$ cat config.mk
export PLATFORM = sky130hd
export DESIGN_NAME = alu_exec_unit
export DESIGN_NICKNAME = d
export VERILOG_FILES = /design/src/rtl/alu_exec_unit.sv
export SDC_FILE = /design/constraint.sdc
export NUM_CORES = 1
export LEC_CHECK = 0
export BUFFER_PORTS_ARGS = -buffer_cell sky130_fd_sc_hd__clkbuf_2
export CORE_ASPECT_RATIO = 0.9
export CORE_MARGIN = 2
export CORE_UTILIZATION = 30
export DETAILED_ROUTE_END_ITERATION = 16
export PLACE_DENSITY = 0.52
export REMOVE_ABC_BUFFERS = 1
export SLEW_MARGIN = 15
export SYNTH_ARGS = -nofsm -noshare
export SYNTH_HDL_FRONTEND = slang
export SYNTH_SLANG_ARGS = --single-unit
$ cat constraint.sdc
create_clock -name clk -period 10.6 [get_ports clk]
set_input_delay 1.06 -clock clk [delete_from_list [all_inputs] [get_ports clk]]
set_output_delay 1.06 -clock clk [all_outputs]
set_load 0.05 [all_outputs]
$ cat src/rtl/alu_exec_unit.sv
// Multi-cycle MIPS execute stage: single-cycle ALU ops plus iterative MULT/DIV into HI/LO.
// Define ALU_SIGNED_MD_EN for signed MULT/DIV (magnitude iteration plus a sign-fix state).
module alu_exec_unit #(
    parameter int unsigned WIDTH = 32,
    parameter int unsigned SH_W  = 5
) (
    input  logic             clk,
    input  logic             rst,
    input  logic             Start,
    input  logic [2:0]       OpA,
    input  logic [5:0]       Itr,
    input  logic [SH_W-1:0]  Shamt,
    input  logic [WIDTH-1:0] A,
    input  logic [WIDTH-1:0] B,
    output logic             Busy,
    output logic             Done,
    output logic [WIDTH-1:0] Res,
    output logic             Zero,
    output logic [WIDTH-1:0] Hi,
    output logic [WIDTH-1:0] Lo,
    output logic             Ill,
    output logic             DivZ
);

    typedef enum logic [1:0] {
        S_IDLE,
        S_MUL,
        S_DIV
`ifdef ALU_SIGNED_MD_EN
        , S_FIX
`endif
    } state_t;

    typedef enum logic [3:0] {
        OP_ADD, OP_SUB, OP_OR, OP_AND, OP_SLT, OP_SLL, OP_MULT, OP_DIV, OP_ILL
    } op_t;

    localparam logic [SH_W-1:0] CNT_LAST = SH_W'(WIDTH - 1);

    state_t           state, state_next;
    op_t              op;
    logic             accept;
    logic             last_iter;
    logic             finish;
    logic [WIDTH-1:0] alu_res;
    logic [WIDTH-1:0] acc_hi, acc_lo, opnd;
    logic [SH_W-1:0]  count;
    logic             is_div;
    logic [WIDTH:0]   mul_sum, div_part, div_diff;
    logic [WIDTH-1:0] step_hi, step_lo;
    logic [WIDTH-1:0] fin_hi, fin_lo;
    logic [WIDTH-1:0] mag_a, mag_b;

    assign accept    = Start && (state == S_IDLE);
    assign last_iter = (count == CNT_LAST);
    assign Busy      = (state != S_IDLE);

    always_comb begin
        op = OP_ILL;
        case (OpA)
            3'b000: op = OP_ADD;
            3'b001: op = OP_SUB;
            3'b010: begin
                case (Itr)
                    6'b100000: op = OP_ADD;
                    6'b100010: op = OP_SUB;
                    6'b011000: op = OP_MULT;
                    6'b011010: op = OP_DIV;
                    6'b100101: op = OP_OR;
                    6'b100100: op = OP_AND;
                    6'b101010: op = OP_SLT;
                    6'b000000: op = OP_SLL;
                    default:   op = OP_ILL;
                endcase
            end
            default: op = OP_ILL;
        endcase
    end

    always_comb begin
        alu_res = '0;
        case (op)
            OP_ADD:  alu_res = A + B;
            OP_SUB:  alu_res = A - B;
            OP_OR:   alu_res = A | B;
            OP_AND:  alu_res = A & B;
            OP_SLT:  alu_res = {{(WIDTH-1){1'b0}}, ($signed(A) < $signed(B))};
            OP_SLL:  alu_res = B << Shamt;
            default: alu_res = '0;
        endcase
    end

`ifdef ALU_SIGNED_MD_EN
    logic                 neg_q, neg_r;
    logic [2*WIDTH-1:0]   prod_mag, prod_fix;

    assign mag_a = A[WIDTH-1] ? -A : A;
    assign mag_b = B[WIDTH-1] ? -B : B;

    // Iteration runs on magnitudes; signs are re-applied from acc in S_FIX.
    always_comb begin
        prod_mag = {acc_hi, acc_lo};
        prod_fix = neg_q ? -prod_mag : prod_mag;
        if (is_div) begin
            fin_hi = neg_r ? -acc_hi : acc_hi;
            fin_lo = neg_q ? -acc_lo : acc_lo;
        end else begin
            {fin_hi, fin_lo} = prod_fix;
        end
    end
`else
    assign mag_a  = A;
    assign mag_b  = B;
    assign fin_hi = step_hi;
    assign fin_lo = step_lo;
`endif

    // acc_hi:acc_lo is product shift register for MULT, remainder:quotient for DIV.
    always_comb begin
        mul_sum  = {1'b0, acc_hi} + {1'b0, (acc_lo[0] ? opnd : '0)};
        div_part = {acc_hi, acc_lo[WIDTH-1]};
        div_diff = div_part - {1'b0, opnd};
        if (is_div) begin
            if (!div_diff[WIDTH]) begin
                step_hi = div_diff[WIDTH-1:0];
                step_lo = {acc_lo[WIDTH-2:0], 1'b1};
            end else begin
                step_hi = div_part[WIDTH-1:0];
                step_lo = {acc_lo[WIDTH-2:0], 1'b0};
            end
        end else begin
            step_hi = mul_sum[WIDTH:1];
            step_lo = {mul_sum[0], acc_lo[WIDTH-1:1]};
        end
    end

    always_ff @(posedge clk) begin
        if (rst) state <= S_IDLE;
        else     state <= state_next;
    end

    always_comb begin
        state_next = state;
        finish     = 1'b0;
        case (state)
            S_IDLE: begin
                if (accept) begin
                    if (op == OP_MULT)                    state_next = S_MUL;
                    else if (op == OP_DIV && B != '0)     state_next = S_DIV;
                end
            end
            S_MUL, S_DIV: begin
                if (last_iter) begin
`ifdef ALU_SIGNED_MD_EN
                    state_next = S_FIX;
`else
                    state_next = S_IDLE;
                    finish     = 1'b1;
`endif
                end
            end
`ifdef ALU_SIGNED_MD_EN
            S_FIX: begin
                state_next = S_IDLE;
                finish     = 1'b1;
            end
`endif
            default: state_next = S_IDLE;
        endcase
    end

    always_ff @(posedge clk) begin
        if (rst) begin
            Done   <= 1'b0;
            Res    <= '0;
            Zero   <= 1'b0;
            Hi     <= '0;
            Lo     <= '0;
            Ill    <= 1'b0;
            DivZ   <= 1'b0;
            acc_hi <= '0;
            acc_lo <= '0;
            opnd   <= '0;
            count  <= '0;
            is_div <= 1'b0;
`ifdef ALU_SIGNED_MD_EN
            neg_q  <= 1'b0;
            neg_r  <= 1'b0;
`endif
        end else begin
            Done <= 1'b0;
            if (accept) begin
                case (op)
                    OP_ILL: begin
                        Done <= 1'b1;
                        Ill  <= 1'b1;
                    end
                    OP_MULT, OP_DIV: begin
                        if (op == OP_DIV && B == '0) begin
                            Lo   <= '1;
                            Hi   <= A;
                            Res  <= '1;
                            Zero <= 1'b0;
                            DivZ <= 1'b1;
                            Ill  <= 1'b0;
                            Done <= 1'b1;
                        end else begin
                            acc_hi <= '0;
                            acc_lo <= (op == OP_DIV) ? mag_a : mag_b;
                            opnd   <= (op == OP_DIV) ? mag_b : mag_a;
                            count  <= '0;
                            is_div <= (op == OP_DIV);
`ifdef ALU_SIGNED_MD_EN
                            neg_q  <= A[WIDTH-1] ^ B[WIDTH-1];
                            neg_r  <= A[WIDTH-1];
`endif
                        end
                    end
                    default: begin
                        Res  <= alu_res;
                        Zero <= (alu_res == '0);
                        Ill  <= 1'b0;
                        Done <= 1'b1;
                    end
                endcase
            end
            if (state == S_MUL || state == S_DIV) begin
                acc_hi <= step_hi;
                acc_lo <= step_lo;
                count  <= count + SH_W'(1);
            end
            if (finish) begin
                Hi   <= fin_hi;
                Lo   <= fin_lo;
                Res  <= fin_lo;
                Zero <= (fin_lo == '0);
                Ill  <= 1'b0;
                if (is_div) DivZ <= 1'b0;
                Done <= 1'b1;
            end
        end
    end

endmodule
==> summary.md, run 1 <==
| Metric | Value |
|---|---|
| I/O pins | `approximately 180` |
| Post-synthesis mux area share | `under 10%` |
| Final setup violation count | `0` |
| Outcome | `finished clean` |
| Cells along the critical path | `clkbuf_2 -> inv_1 -> ha_1 -> inv_1 -> a21oi_1 -> o311ai_0 -> a221oi_1 -> a31oi_1 -> a22oi_1 -> a2111oi_0 -> nand4_1 -> nor4_1 -> nand4_1 -> o31ai_2` |
| Power, Total | `around 2.4 mW` |
| Dpl cells | `roughly 3600` |
| Met1 usage | `a little over a third` |
| Die area | `about 70000 um^2` |
| Max H-tree Level | `1` |
| Fin crit period | `~5400 ps` |
| Die Y | `around 250 um` |
| Largest net degree at the start of global routing | `77` |
| Post-synthesis adder-cell area fraction | `10.81%` |
| Peak VDD IR | `0.1187 mV` |
| Synth Warn # | `0` |
| Power density over cell area | `~110 nW/um^2` |
| Area delta synth->final | `11.96%` |
| Crit end category | `register` |
| Ys async rst share | `0%` |
| DRC viols | `0` |
| Finished Cell Area | `22860 um^2` |
| GPL Wtd Cong | `0.9763` |
| Critical Path RT | `11090 ps` |
| Core area | `67230 um^2` |
| Vias in the first global route | `20120` |
| Cell Area, Synth | `between 20000 and 25000 um^2` |
| Grt ovf | `0` |
| Number of nets in the layout | `between 3000 and 4000` |
| First-pass GRT wire length | `132100 um` |
| Final HPWL DP | `approximately 67000 um` |
| Final Worst Setup Slack | `5230 ps` |
| Met2 GRT Util | `between 30% and 40%` |
| Port Buffers | `around 180` |
| Layout cells sized above 1 | `~14%` |
| CTS Buffer Depth | `3` |
| Post-synthesis xor/xnor area fraction | `3.046%` |
| Most frequent cells in the layout | `nor2_1, a21oi_1, dfxtp_1, clkbuf_2, ha_1` |
| Clk sinks | `between 200 and 250` |
| Slew HR | `between 20 and 25%` |
| Commonest non-fill, non-tap cell in the layout | `nor2_1` |
| Endpoints failing hold | `0` |
| Via Count | `~22000` |
| Seq cells post-synth | `204` |
| Worst-path fanout max | `11` |
| Die W | `279.0 um` |
| RSZ-0062 raised after global routing | `false` |
| Initial antenna violation count | `5` |
| Yosys cell types | `approximately 100` |
| Post-DP Area | `~22000 um^2` |
| Fillcell total | `7249` |
| Hold Crit Class | `reg -> reg` |
| Initial Utilization | `between 30% and 40%` |
| Worst EP arrival | `slightly below 6000 ps` |
| Synth Area in Compound Gates | `roughly 29%` |
| Max_cap viols | `0` |
| Avg Inst Size Synth | `between 7 and 8 um^2` |
| Row cnt | `90` |
| Routed wire length | `slightly below 90000 um` |
| Root Buffer | `clkbuf_16` |
| Fin. max-slew vios | `0` |
| Slowest CP cell | `a31oi_1` |
| Clock slew seen by the registers of the worst setup and hold paths | `approximately 60 ps` |
| Non-Filler Instances | `3700` |
| Setup CP Type | `in -> reg` |
| Vias/cell | `~5.8` |
| CTS resizes | `0` |
| Clock Latency Late Sink | `580 ps` |
| Global Route met3 Usage | `3.723%` |
| Leak | `roughly 9.8 nW` |
| # diodes | `0` |
| Post-CTS setup buffer count | `0` |
| CTS tree | `done` |
| Fmax | `around 190 MHz` |
| Critical Path Start Type | `input pin` |
| Largest family of logic cells by synthesized area | `compound AO/OA/AOI/OAI gates` |
| Final worst path period share | `~50%` |
| Busiest layer in global routing | `met2` |
| Routed length per instance | `23.88 um` |
| DRT Pass-1 Iters | `5` |
| Antenna Nets Post-Route | `0` |
| TritonCTS Buffers | `28` |
| Fin util | `between 30 and 40%` |
| Post-synthesis sequential area ratio | `20.00%` |
| EDFF count, synth | `0` |
| Post-synthesis simple-gate area fraction | `a little over a fifth` |
| Mapped Cells | `between 2000 and 3000` |
| Iteration-0 DRC Markers | `2101` |
| Tightest Pin Transition | `approximately 1200 ps` |
| Synth Flop Type | `dfxtp_1` |
| Tot GR Track Use | `between 20% and 30%` |
| Skew final | `16.19 ps` |
| Post-route setup TNS | `0 ps` |
| Bufs and invs on worst path | `3` |
| Largest stage delay, worst path | `approximately 850 ps` |
| Place WS | `4830 ps` |
| Top delay family on crit path | `compound AO/OA/AOI/OAI gates` |
| CTS Hold Bufs | `0` |
| Hold WS | `between 400 and 500 ps` |
-- kinds of logic after synthesis --
group,after synthesis
mux,154
simple gates,940
xor+xnor,71
flops,204
buf+inv,333
fa+ha+maj,174
compound gates,875
-- where the power goes --
part / internal (mW) / switching [mW]
Combinational: 0.215 / 0.437
Sequential: 0.772 / 0.00460
Clock: 0.618 / 0.394
Total: 1.60 / 0.835
-- metal layers --
metal  share of wire [%]  vias up
met5               0.058        -
met4                 3.6        8
met3                 7.4      153
met2                  42      929
met1                  47    10240
li1                    -    10170
-- registers in the layout (all words and copies together), names as in the netlist --
name / count
Ill: 1
acc_hi: 32
Done: 1
state: 2
count: 5
DivZ: 1
Lo: 32
opnd: 32
Res: 32
acc_lo: 32
Hi: 32
is_div: 1
Zero: 1
-- cell type report --
cell class / instances / area (um^2) / area share, %
multi-input cells: 2214 / 15020 / 65.71
flip-flops and latches: 204 / 4088 / 17.88
repair buffers: 210 / 1130 / 4.943
well taps: 874 / 1094 / 4.785
clock buffers: 41 / 840.8 / 3.679
inverters: 147 / 551.8 / 2.414
clock inverters: 10 / 132.6 / 0.5803
-- path summary, 6_finish.rpt --
| kind | endpoint | slack, ps | cells past startpoint | from |
|---|---|---|---|---|
| setup / recovery | Zero$_SDFFE_PP0P_ | 5230 | 14 | B[13] |
| hold / removal | Res[23]$_SDFFE_PP0P_ | 450 | 2 | Res[23]$_SDFFE_PP0P_ |
| setup reg to reg | acc_hi[4]$_SDFFE_PP0P_ | 5850 | 15 | acc_lo[31]$_SDFFE_PP0P_ |
| hold reg to reg | Res[23]$_SDFFE_PP0P_ | 450 | 2 | Res[23]$_SDFFE_PP0P_ |
-- cell usage after synthesis, types with 20 or more instances --
cell type / instances / area share (%)
a211oi_1: 118 / 4.3
a21o_1: 47 / 1.7
a21oi_1: 307 / 7.5
a31oi_1: 25 / 0.77
and2_1: 46 / 1.4
and3_1: 28 / 0.86
buf_2: 24 / 0.59
clkbuf_1: 137 / 2.5
dfxtp_1: 204 / 20
ha_1: 170 / 10
inv_1: 147 / 2.7
mux2_2: 63 / 3.5
mux2i_1: 69 / 3.4
mux4_2: 22 / 2.4
nand2_1: 165 / 3.0
nand3_1: 43 / 1.1
nand4_1: 22 / 0.67
nor2_1: 401 / 7.4
nor2b_1: 24 / 0.74
nor3_1: 89 / 2.2
nor4_1: 43 / 1.3
o211ai_1: 30 / 1.1
o21ai_0: 113 / 2.8
o21bai_1: 20 / 0.74
or3_1: 20 / 0.61
xnor2_1: 46 / 2.0
xor2_1: 25 / 1.1
-- tightest hold or removal path, stage by stage, from the launching register on --
cell,delay [ps]
dfxtp_1,310
nand2_1,50
a21oi_1,50
(Power assumes the default switching activity.)
==> run 2, diff against run 1 <==
- clock period: 10.6 -> 5.3 ns (I/O delays scaled with it)
==> run 2 against run 1 <==
  * Non-clock buffer count increased by 28
  * Flip-flop and latch count unchanged
  * Design area increased by 1.0%
  * Register-to-register slack got worse by 4900 ps
  * Sequential share of layout area decreased by 0.18 points
  * Critical path depth increased by 2
  * Critical path type is now reg -> reg
  * Largest power group unchanged
==> summary.md, run 2 (synthesized netlist as in run 1, its figures left out) <==
| Metric | Value |
|---|---|
| Antenna Nets Post-Route | `0` |
| Met2 GRT Util | `37.01%` |
| Post-route setup TNS | `0 ps` |
| Slowest CP cell | `nor2_8` |
| Core area | `roughly 67000 um^2` |
| Most frequent cells in the layout | `nor2_1, a21oi_1, dfxtp_1, clkbuf_2, ha_1` |
| GPL Wtd Cong | `between 0.9 and 1` |
| Post-CTS setup buffer count | `0` |
| Iteration-0 DRC Markers | `roughly 2200` |
| Hold Crit Class | `in -> reg` |
| Dpl cells | `between 3000 and 4000` |
| Routed wire length | `88380 um` |
| Largest stage delay, worst path | `~520 ps` |
| Port Buffers | `181` |
| Clk sinks | `between 200 and 250` |
| Layout cells sized above 1 | `between 10 and 15%` |
| Fmax | `roughly 230 MHz` |
| Cells along the critical path | `inv_1 -> ha_1 -> inv_1 -> fa_1 -> a21oi_1 -> o31ai_1 -> and3_4 -> o311ai_4 -> a21oi_2 -> o21a_4 -> o31a_4 -> nor2_8 -> buf_4 -> mux2_2 -> a21oi_1 -> o21ai_0` |
| Fillcell total | `between 7000 and 8000` |
| Outcome | `finished clean` |
| Vias in the first global route | `about 20000` |
| First-pass GRT wire length | `around 130000 um` |
| Tightest Pin Transition | `between 1000 and 1500 ps` |
| Critical Path Start Type | `register` |
| Post-DP Area | `about 22000 um^2` |
| Worst-path fanout max | `28` |
| Worst EP arrival | `about 4800 ps` |
| Power density over cell area | `210.8 nW/um^2` |
| CTS Buffer Depth | `3` |
| Slew HR | `23.40%` |
| Fin crit period | `approximately 4400 ps` |
| Peak VDD IR | `0.2300 mV` |
| Endpoints failing hold | `0` |
| Area delta synth->final | `13.07%` |
| Die W | `roughly 280 um` |
| Place WS | `~660 ps` |
| Final HPWL DP | `between 60000 and 70000 um` |
| DRT Pass-1 Iters | `5` |
| Max H-tree Level | `1` |
| Commonest non-fill, non-tap cell in the layout | `nor2_1` |
| Initial Utilization | `between 30% and 40%` |
| Global Route met3 Usage | `4.704%` |
| I/O pins | `between 150 and 200` |
| Clock slew seen by the registers of the worst setup and hold paths | `approximately 60 ps` |
| Die Y | `about 250 um` |
| Finished Cell Area | `roughly 23000 um^2` |
| Critical Path RT | `5710 ps` |
| Final Worst Setup Slack | `between 900 and 1000 ps` |
| CTS resizes | `0` |
| Setup CP Type | `reg -> reg` |
| Crit end category | `register` |
| Final setup violation count | `0` |
| Initial antenna violation count | `7` |
| Row cnt | `90` |
| Skew final | `~36 ps` |
| Routed length per instance | `approximately 24 um` |
| Busiest layer in global routing | `met2` |
| CTS tree | `done` |
| Clock Latency Late Sink | `between 500 and 600 ps` |
| Via Count | `roughly 21000` |
| Number of nets in the layout | `3087` |
| RSZ-0062 raised after global routing | `false` |
| Vias/cell | `5.750` |
| Met1 usage | `between 30% and 40%` |
| Die area | `70150 um^2` |
| Leak | `~10 nW` |
| DRC viols | `0` |
| Max_cap viols | `0` |
| Grt ovf | `0` |
| TritonCTS Buffers | `27` |
| Fin. max-slew vios | `0` |
| CTS Hold Bufs | `0` |
| Root Buffer | `clkbuf_16` |
| Non-Filler Instances | `roughly 3700` |
| Power, Total | `roughly 4.9 mW` |
| Largest net degree at the start of global routing | `87` |
| Tot GR Track Use | `about 24%` |
| Final worst path period share | `between 80 and 90%` |
run 2: path summary, 6_finish.rpt:
check | start | to | cells after the start | slack (ps)
setup reg to reg | acc_lo[31]$_SDFFE_PP0P_ | acc_hi[18]$_SDFFE_PP0P_ | 16 | 910
hold / removal | rst | count[1]$_SDFFE_PP0P_ | 2 | 310
setup / recovery | acc_lo[31]$_SDFFE_PP0P_ | acc_hi[18]$_SDFFE_PP0P_ | 16 | 910
hold reg to reg | Res[22]$_SDFFE_PP0P_ | Res[22]$_SDFFE_PP0P_ | 2 | 460
run 2: routing by layer:
metal | wire length (um) | part of all wire, % | vias to the layer above
met5 | 67 | 0.076 | -
li1 | - | - | 10220
met2 | 37560 | 43 | 915
met3 | 7048 | 8.0 | 166
met1 | 40460 | 46 | 10130
met4 | 3232 | 3.7 | 10
run 2: worst max-delay path: cells and delay by family (launching register included):
family	cells	cell delay, ps
muxes	1	330
buffers and inverters	3	490
adders and majority gates	2	620
AOI/OAI and AO/OA	8	1700
and+or+nand+nor	2	740
DFF	1	330
run 2: where the power goes:
group	leakage [nW]	switching (mW)	internal, mW
Sequential	1.64	0.00923	1.54
Combinational	7.85	0.873	0.446
Clock	0.468	0.784	1.21
run 2: area by class of cell:
type / count / area [um^2] / area share [%]
Clock buffer: 36 / 769.5 / 3.334
Clock inverter: 13 / 178.9 / 0.7751
Inverter: 147 / 551.8 / 2.390
Tap cell: 874 / 1094 / 4.737
Antenna cell: 2 / 5.005 / 0.02168
Multi-Input combinational cell: 2214 / 15020 / 65.07
Timing Repair Buffer: 238 / 1378 / 5.968
Sequential cell: 204 / 4088 / 17.71
run 2: per-stage QoR:
stage	utilization, %	hold WS, ps
floorplan	-	454.4
CTS	34.33	290.6
detailed placement	32.92	448.2
finish	34.34	306.0
global placement	32.92	447.7
global route	34.33	325.4
==> run 3, diff against run 2 <==
- clock period: 5.3 -> 4.38 ns (I/O delays scaled with it)
==> run 3 against run 2 <==
  * Core utilization up 1.1 points
  * Worst hold slack worse by 29 ps
  * Non-clock buffer count up 101
  * Via count up 2.0%
  * Die area unchanged
  * Global-route usage up 1.1 points
  * Clock skew down 21 ps
==> summary.md, run 3 (synthesized netlist as in run 1, its figures left out) <==
| Metric | Value |
|---|---|
| Outcome | `finished clean` |
| Tightest Pin Transition | `about 1100 ps` |
| Most frequent cells in the layout | `nor2_1, a21oi_1, dfxtp_1, clkbuf_2, ha_1` |
| R2R depth | `17` |
| Fillcell total | `7203` |
| Die W | `between 200 and 300 um` |
| Flop2flop setup slack | `about 280 ps` |
| Final Worst Setup Slack | `283.2 ps` |
| Root Buffer | `clkbuf_16` |
| DRT Pass-1 Iters | `5` |
| Finished Cell Area | `around 24000 um^2` |
| WP depth | `17` |
| Slew HR | `between 20% and 30%` |
| Top delay family on crit path | `compound AO/OA/AOI/OAI gates` |
| Dpl cells | `approximately 3800` |
| Post-DP Area | `approximately 23000 um^2` |
| Largest net degree at the start of global routing | `131` |
| Endpoints failing hold | `0` |
| Met2 routed WL | `about 40000 um` |
| Met1 Wirelength | `roughly 42000 um` |
| Top routing layer in use | `met5` |
| Leak | `10.45 nW` |
| Iteration-0 DRC Markers | `~2200` |
| Max H-tree Level | `1` |
| Setup CP Type | `reg -> reg` |
| Fin crit period | `4097 ps` |
| Final HPWL DP | `72710 um` |
| Row cnt | `90` |
| Worst reg2reg endpoint | `Zero$_SDFFE_PP0P_` |
| GPL Wtd Cong | `0.9774` |
| CTS Hold Bufs | `0` |
| CTS tree | `done` |
| Final worst path period share | `just over 90%` |
| Antenna Nets Post-Route | `0` |
| Max_cap viols | `0` |
| Setup crit start | `acc_lo[31]$_SDFFE_PP0P_` |
| Largest stage delay, worst path | `420 ps` |
| Initial antenna violation count | `5` |
| Slowest CP cell | `nor4_4` |
| Skew final | `about 15 ps` |
| Layout cells sized above 1 | `between 10% and 20%` |
| Hold Crit Class | `in -> reg` |
| CTS Buffer Depth | `3` |
| Cells along the critical path | `inv_1 -> ha_1 -> inv_1 -> fa_1 -> a21oi_1 -> o31ai_1 -> and3_4 -> o311ai_4 -> a21oi_2 -> o21a_4 -> nor4_4 -> nor2_8 -> buf_4 -> buf_4 -> mux2_2 -> o2bb2a_1 -> o31ai_2` |
| Bufs and invs on worst path | `4` |
| Initial Utilization | `between 30 and 40%` |
| Routed length per instance | `around 24 um` |
| Fin. max-slew vios | `0` |
| RSZ-0062 raised after global routing | `false` |
| Critical Path RT | `between 4000 and 5000 ps` |
| Metal3 WL | `7319 um` |
| Clock Latency Late Sink | `570 ps` |
| Worst EP arrival | `approximately 4600 ps` |
| Clock slew seen by the registers of the worst setup and hold paths | `approximately 60 ps` |
| Place WS | `99.03 ps` |
| Crit end category | `register` |
| CTS resizes | `0` |
| Worst Setup EP | `Zero$_SDFFE_PP0P_` |
| I/O pins | `182` |
| Vias in the first global route | `slightly above 20000` |
| Vias/cell | `~5.7` |
| Tot GR Track Use | `between 20% and 30%` |
| Number of nets in the layout | `between 3000 and 4000` |
| DRC viols | `0` |
| Critical Path Start Type | `register` |
| Peak VDD IR | `around 0.28 mV` |
| Power density over cell area | `251.1 nW/um^2` |
| Clk sinks | `204` |
| Post-CTS setup buffer count | `0` |
| Die Y | `251.5 um` |
| Commonest non-fill, non-tap cell in the layout | `nor2_1` |
| Via Count | `~22000` |
| First-pass GRT wire length | `roughly 140000 um` |
| Core area | `67230 um^2` |
| Worst-path fanout max | `17` |
| TritonCTS Buffers | `28` |
| Final setup violation count | `0` |
| Die area | `70150 um^2` |
| Routed wire length | `approximately 90000 um` |
| Fmax | `about 240 MHz` |
| Area delta synth->final | `16.85%` |
| Grt ovf | `0` |
| Non-Filler Instances | `between 3000 and 4000` |
| Port Buffers | `181` |
| FF-to-FF Start | `acc_lo[31]$_SDFFE_PP0P_` |
run 3: final cells by class:
| cell class | instances | area [um^2] | share of cell area [%] |
|---|---|---|---|
| inverter | 147 | 551.8 | 2.313 |
| sequential | 204 | 4088 | 17.14 |
| tap | 874 | 1094 | 4.584 |
| timing repair buffer | 339 | 2148 | 9.006 |
| multi-input combinational | 2214 | 15010 | 62.93 |
| clock inverter | 11 | 167.7 | 0.7029 |
| antenna | 1 | 2.502 | 0.01049 |
| clock buffer | 36 | 792.0 | 3.320 |
run 3: worst min path at each step:
| stage | from | to | slack [ps] | cells after the start |
|---|---|---|---|---|
| global placement | Res[17]$_SDFFE_PP0P_ | Res[17]$_SDFFE_PP0P_ | 440 | 2 |
| finish | rst | Res[25]$_SDFFE_PP0P_ | 280 | 2 |
| global route | A[15] | opnd[15]$_SDFFE_PP0P_ | 300 | 3 |
| CTS | A[8] | opnd[8]$_SDFFE_PP0P_ | 260 | 3 |
| detailed placement | Res[21]$_SDFFE_PP0P_ | Res[21]$_SDFFE_PP0P_ | 450 | 2 |
| floorplan | state[1]$_SDFFE_PP0P_ | state[1]$_SDFFE_PP0P_ | 450 | 2 |
run 3: power by group:
part           total [mW]  leakage [nW]  switching [mW]  internal, mW
logic                1.69          8.33            1.08         0.611
registers            1.88          1.64          0.0107          1.87
clock network        2.42         0.472           0.923          1.50
total                5.99          10.5            2.01          3.98
run 3: metrics by stage:
stage                     power, mW  utilization [%]  hold WS, ps  TNS, ps
after CTS                     6.004            35.45        264.0        0
after detailed placement      3.560            34.02        449.2        0
after global routing          6.215            35.48        299.4        0
after floorplan               2.868                -        454.4  -540300
after global placement        3.581            34.02        444.9        0
final                         5.989            35.48        276.8        0
run 3: metal layers:
layer	vias to the layer above	GRT usage, %
met1	10370	35.36
met2	904	39.06
li1	10440	-
met5	-	0
met4	6	8.648
met3	153	5.195
run 3: worst register-to-register path, cell delays in order, from the launching register on:
cell and delay, ps:
dfxtp_1 330, inv_1 160, ha_1 200, inv_1 50, fa_1 390, a21oi_1 190, o31ai_1 110, and3_4 210
o311ai_4 330, a21oi_2 120, o21a_4 250, nor4_4 420, nor2_8 150, buf_4 230, buf_4 150, mux2_2 330
o2bb2a_1 320, o31ai_2 60
